**src/rtl/enemy_bullet_pool.sv**
```systemverilog
// Pool of four enemy bullets: spawn on request, descend on a tick, collide with the player box.
// Optional BULLET_SHIELD_EN: after each hit, further overlaps are ignored for 2*STEP_DIV cycles.
module enemy_bullet_pool #(
    parameter int STEP_DIV   = 250000,
    parameter int STEP_PX    = 4,
    parameter int X0         = 64,
    parameter int DX         = 64,
    parameter int Y0         = 40,
    parameter int DY         = 40,
    parameter int SCREEN_H   = 480,
    parameter int PLAYER_Y   = 440,
    parameter int PLAYER_W   = 32,
    parameter int LIVES_INIT = 3
) (
    input  logic        clk,
    input  logic        reset,
    input  logic        restart,
    input  logic        fire_req,
    input  logic [5:0]  ID_enemy_tiro_X,
    input  logic [5:0]  ID_enemy_tiro_Y,
    input  logic [9:0]  player_x,
    output logic [39:0] bullet_x,
    output logic [39:0] bullet_y,
    output logic [3:0]  bullet_active,
    output logic        hit,
    output logic        fire_drop,
    output logic [1:0]  lives,
    output logic        jogador_vivo
);
    localparam int TW = (STEP_DIV > 1) ? $clog2(STEP_DIV) : 1;

    logic [TW-1:0] tick_q, tick_d;
    logic [3:0]    act_q, act_d;
    logic [9:0]    x_q [4];
    logic [9:0]    x_d [4];
    logic [9:0]    y_q [4];
    logic [9:0]    y_d [4];
    logic          hit_q, hit_d;
    logic          drop_q, drop_d;
    logic [1:0]    lives_q, lives_d;

    logic [10:0]   ny [4];
    logic [3:0]    overlap;
    logic [3:0]    hit_mask;
    logic [3:0]    grant_oh;
    logic          wrap, alive, fire_ok, shield_on;
    logic [9:0]    spawn_x, spawn_y;
    logic          unused_id_bits;

    assign unused_id_bits = ^ID_enemy_tiro_X[5:3];

    assign wrap    = (tick_q == TW'(STEP_DIV - 1));
    assign alive   = (lives_q != 2'd0);
    assign spawn_x = 10'(X0 + 32'(ID_enemy_tiro_X[2:0]) * DX + 14);
    assign spawn_y = 10'(Y0 + 32'(ID_enemy_tiro_Y) * DY + 16);
    assign fire_ok = fire_req && alive && (act_q != 4'hF);

    // Widened to 11 bits so box edges near 1023 cannot wrap around.
    genvar gi;
    generate
        for (gi = 0; gi < 4; gi++) begin : g_slot
            logic [10:0] bx, by, px;
            assign bx = {1'b0, x_q[gi]};
            assign by = {1'b0, y_q[gi]};
            assign px = {1'b0, player_x};
            assign ny[gi] = by + 11'(STEP_PX);
            assign overlap[gi] = act_q[gi]
                && (bx < px + 11'(PLAYER_W)) && (px < bx + 11'd4)
                && (by < 11'(PLAYER_Y + 16)) && (11'(PLAYER_Y) < by + 11'd8);
            assign bullet_x[gi*10 +: 10] = x_q[gi];
            assign bullet_y[gi*10 +: 10] = y_q[gi];
        end
    endgenerate

`ifdef BULLET_SHIELD_EN
    logic [31:0] shield_q;
    always_ff @(posedge clk or negedge reset) begin
        if (!reset)
            shield_q <= '0;
        else if (restart)
            shield_q <= '0;
        else if (|hit_mask)
            shield_q <= 32'(2 * STEP_DIV);
        else if (shield_q != '0)
            shield_q <= shield_q - 32'd1;
    end
    assign shield_on = (shield_q != '0);
`else
    assign shield_on = 1'b0;
`endif

    assign hit_mask = (alive && !shield_on) ? overlap : 4'b0;

    always_comb begin
        grant_oh = 4'b0;
        for (int i = 3; i >= 0; i--) begin
            if (!act_q[i]) begin
                grant_oh    = 4'b0;
                grant_oh[i] = 1'b1;
            end
        end
    end

    always_comb begin
        tick_d  = wrap ? '0 : tick_q + 1'b1;
        act_d   = act_q;
        x_d     = x_q;
        y_d     = y_q;
        hit_d   = |hit_mask;
        drop_d  = fire_req && !fire_ok;
        lives_d = (|hit_mask) ? lives_q - 2'd1 : lives_q;
        for (int i = 0; i < 4; i++) begin
            // A slot granted this cycle was inactive, so it never collides with a free.
            if (hit_mask[i]) begin
                act_d[i] = 1'b0;
            end else if (act_q[i] && wrap && alive) begin
                if (ny[i] >= 11'(SCREEN_H))
                    act_d[i] = 1'b0;
                else
                    y_d[i] = ny[i][9:0];
            end
            if (fire_ok && grant_oh[i]) begin
                act_d[i] = 1'b1;
                x_d[i]   = spawn_x;
                y_d[i]   = spawn_y;
            end
        end
        if (restart) begin
            tick_d  = '0;
            act_d   = '0;
            x_d     = '{default: '0};
            y_d     = '{default: '0};
            hit_d   = 1'b0;
            drop_d  = 1'b0;
            lives_d = 2'(LIVES_INIT);
        end
    end

    always_ff @(posedge clk or negedge reset) begin
        if (!reset) begin
            tick_q  <= '0;
            act_q   <= '0;
            x_q     <= '{default: '0};
            y_q     <= '{default: '0};
            hit_q   <= 1'b0;
            drop_q  <= 1'b0;
            lives_q <= 2'(LIVES_INIT);
        end else begin
            tick_q  <= tick_d;
            act_q   <= act_d;
            x_q     <= x_d;
            y_q     <= y_d;
            hit_q   <= hit_d;
            drop_q  <= drop_d;
            lives_q <= lives_d;
        end
    end

    assign bullet_active = act_q;
    assign hit           = hit_q;
    assign fire_drop     = drop_q;
    assign lives         = lives_q;
    assign jogador_vivo  = alive;
endmodule

```
**config.mk**
```make
export PLATFORM = sky130hd
export DESIGN_NAME = enemy_bullet_pool
export DESIGN_NICKNAME = d
export VERILOG_FILES = /design/src/rtl/enemy_bullet_pool.sv
export SDC_FILE = /design/constraint.sdc
export NUM_CORES = 1
export LEC_CHECK = 0
export ABC_AREA = 1
export ABC_CLOCK_PERIOD_IN_PS = 5400
export CAP_MARGIN = 20
export CORE_MARGIN = 2
export CORE_UTILIZATION = 59
export DETAILED_ROUTE_END_ITERATION = 10
export PLACE_DENSITY = 0.95
export SYNTH_ARGS = -nofsm -noshare
export SYNTH_HDL_FRONTEND = slang
export SYNTH_SLANG_ARGS = --single-unit
```
**constraint.sdc**
```tcl
create_clock -name clk -period 5.4 [get_ports clk]
set_input_delay 1.08 -clock clk [delete_from_list [all_inputs] [get_ports clk]]
set_output_delay 1.08 -clock clk [all_outputs]
set_load 0.05 [all_outputs]
```
==> results.py <==
metrics = {
    "yosys": {
        "yosysWarnings": 0,
        "synth-seq-cells": 78,
        "synthArstFlopShare": 1.00,
        "synth_cell_types": 45,
        "netlist_instances": 863,
        "synth-main-ff-cell": "dfrtp_1",
        "yosysSeqAreaShare": 0.297,
        "syn_area_mm2": 0.00659,
        "synth_edf_count": 0,
        "postSynthAreaPerCell_um2": 7.64,
    },
    "floorplanning": {
        "ios": 115,
        "fp.dieW_um": 110,
        "start_util": 0.605,
        "design.die.area_mm2": 0.0120,
        "num_rows": 38,
        "die_h_um": 110,
        "coreArea_mm2": 0.0109,
    },
    "sta": {
        "fmaxAchievable_ghz": 0.275,
        "grt_setup_unrepaired": "false",
        "timing.hold.ws_ps": 480,
        "final.setup.tns_ps": 0,
        "setup_viol": 0,
        "slew_headroom": 0.340,
        "hold_viol_final": 0,
        "tightest_slew_ps": 990,
        "min_period_over_period": 0.674,
        "min_period_ps": 3640,
        "skew_ps": 12.6,
        "slew_violations": 0,
    },
    "placement": {
        "dpl.hpwl_mm": 12.7,
        "port_buffers": 91,
        "post-place-cells": 1079,
        "place.gp.congestion": 0.896,
    },
    "setup_path": {
        "cp.required_ps": 5650,
        "critPathArrivalTime_ps": 3890,
        "crit_type": "in -> reg",
        "cp_cell_sequence": "clkdlybuf4s50_1 > inv_1 > fa_1 > inv_1 > nand2_1 > inv_1 > a21oi_1 > nand2_1 > nand2_1 > nand2_1 > nand2_1 > nand2_1 > nand2_1 > nand2_2 > nand3_4 > nand2_2 > nand2_1 > o21ai_2",
        "r2r_slack_ps": 2790,
        "max_stage_delay_ps": 720,
        "crit_path_start_kind": "input pin",
        "path_buf_inv": 4,
        "crit_fanout": 11,
        "critical-path-top-delay-family": "buffers and inverters",
        "crit_path_end_kind": "flop",
        "crit_top_cell": "nand2_1",
        "crit_slowest_cell": "clkdlybuf4s50_1",
    },
    "global_route": {
        "use_met1": 0.387,
        "grt-ovfl-total": 0,
        "grtUsageMet3": 0.0474,
        "track_usage": 0.295,
        "grt_pass1_vias": 5843,
        "grt_max_degree": 79,
        "antenna_found_initial": 0,
        "grt_pass1_wl_mm": 27.7,
        "grt_busiest_layer": "met2",
        "grt.met2_usage": 0.486,
    },
    "route": {
        "drt-pass1-iter-count": 6,
        "avgViaCountPerCell": 5.65,
        "drc_errors": 0,
        "finalWirelength_mm": 17.0,
        "antenna_left": 0,
        "wire_per_inst_um": 15.5,
        "first_iter_violations": 786,
        "vias": 6184,
    },
    "cells_and_area": {
        "stdcell_count": 1095,
        "layout_common_cells": "nand2_1 (195), inv_1 (115), clkdlybuf4s50_1 (90)",
        "antennaDiodeCount": 0,
        "fillers": 809,
        "syn2layout_area_growth_pct": 16.7,
        "layout-drive-gt1-share": 0.104,
        "seqCellArea_mm2": 0.00195,
        "multi_input_area_mm2": 0.00394,
        "layout_commonest_cell": "nand2_1",
        "final_nets": 1053,
    },
    "cts": {
        "clk_path_buf_depth": 2,
        "tritoncts": "done",
        "clkSlewWorstSetupHoldPaths_ps": 80,
        "cts_resized": 0,
        "postCtsSetupBuffers": 0,
        "cts_hold_buf": 0,
        "numClockSinks": 78,
        "cts_made_buffers": 9,
        "htreeDepth": 3,
        "cts_root_buf": "clkbuf_8",
        "clkLatencyLatePin_ps": 370,
    },
    "outcome": {
        "run_status": "complete, no violations",
    },
    "pwr": {
        "leakage_nw": 3.59,
        "p_per_area_mw_per_mm2": 228,
        "ir_worst_vdd_mv": 0.184,
    },
    "worst_hold_path": {
        "hold_class": "reg -> reg",
    },
    "flow_run": {
        "maxCapViolations": 0,
    },
}
==> layout make-up <==
type,instances,area share
Clock inverter,5,0.00748
Clock buffer,11,0.0197
Sequential cell,78,0.254
Multi-Input combinational cell,637,0.512
Tap cell,140,0.0228
Timing Repair Buffer,93,0.120
Inverter,131,0.0639
==> Yosys cell counts (all sizes together), types with 2 or more instances <==
| cell type | count | area (um2) |
|---|---|---|
| nand2 | 216 | 868 |
| inv | 128 | 480 |
| nor2 | 77 | 337 |
| dfrtp | 76 | 1900 |
| ha | 72 | 901 |
| o21ai | 51 | 308 |
| nand3 | 50 | 318 |
| buf | 36 | 277 |
| a21oi | 33 | 188 |
| o22ai | 26 | 163 |
| xor2 | 23 | 201 |
| nor3 | 18 | 121 |
| nand4 | 13 | 81.3 |
| xnor2 | 10 | 87.6 |
| nor4 | 7 | 65.1 |
| fa | 5 | 100 |
| o211ai | 4 | 30.0 |
| o21bai | 4 | 30.0 |
| clkinv | 3 | 11.3 |
| dfstp | 2 | 52.6 |
| nor3b | 2 | 15.0 |
| o31ai | 2 | 15.0 |
==> through the flow <==
step	power (mW)	setup slack (ps)	instance area [um2]	utilization
after floorplan	1.10	2540	6660	-
after global placement	1.27	1570	7480	0.687
after detailed placement	1.29	1490	7480	0.687
after CTS	1.75	1810	7690	0.707
after global routing	1.84	1490	7690	0.707
final	1.75	1760	7690	0.707
==> kinds of logic (layout without fill, tap and decap cells) <==
group | after synthesis | count (layout) | synth area share
AND/OR/NAND/NOR | 385 | 385 | 0.276
XOR/XNOR | 33 | 33 | 0.0438
adder cells (fa/ha/maj) | 77 | 77 | 0.152
AO/OA/AOI/OAI | 122 | 122 | 0.115
other | 1 | 20 | 0.000569
flip-flops | 78 | 78 | 0.297
buffers and inverters | 167 | 240 | 0.117
==> report_power, final <==
group	internal (mW)	switching (mW)
Combinational	0.188	0.414
Sequential	0.620	0.0660
Clock	0.238	0.227
==> registers in the layout, indices dropped and copies added, names as in the netlist <==
signal / cells
hit: 1
fire_drop: 1
bullet_x: 20
bullet_y: 32
lives: 2
bullet_active: 4
tick_q: 18
==> layer usage <==
| metal | routed length (um) | share of wire |
|---|---|---|
| met1 | 6990 | 0.41 |
| met4 | 595 | 0.035 |
| met3 | 1290 | 0.076 |
| met2 | 8080 | 0.48 |
| met5 | 0 | 0 |
==> final timing paths <==
kind | startpoint | endpoint | cells past startpoint
max in group asynchronous | reset | bullet_active[2] | 1
max reg2reg | lives[0] | bullet_y[5] | 11
min reg2reg | tick_q[17] | tick_q[17] | 1
min in group asynchronous | reset | tick_q[11] | 1
min | tick_q[17] | tick_q[17] | 1
max | player_x[6] | bullet_y[22] | 18
Note: power is estimated with default switching activity, not from simulation.
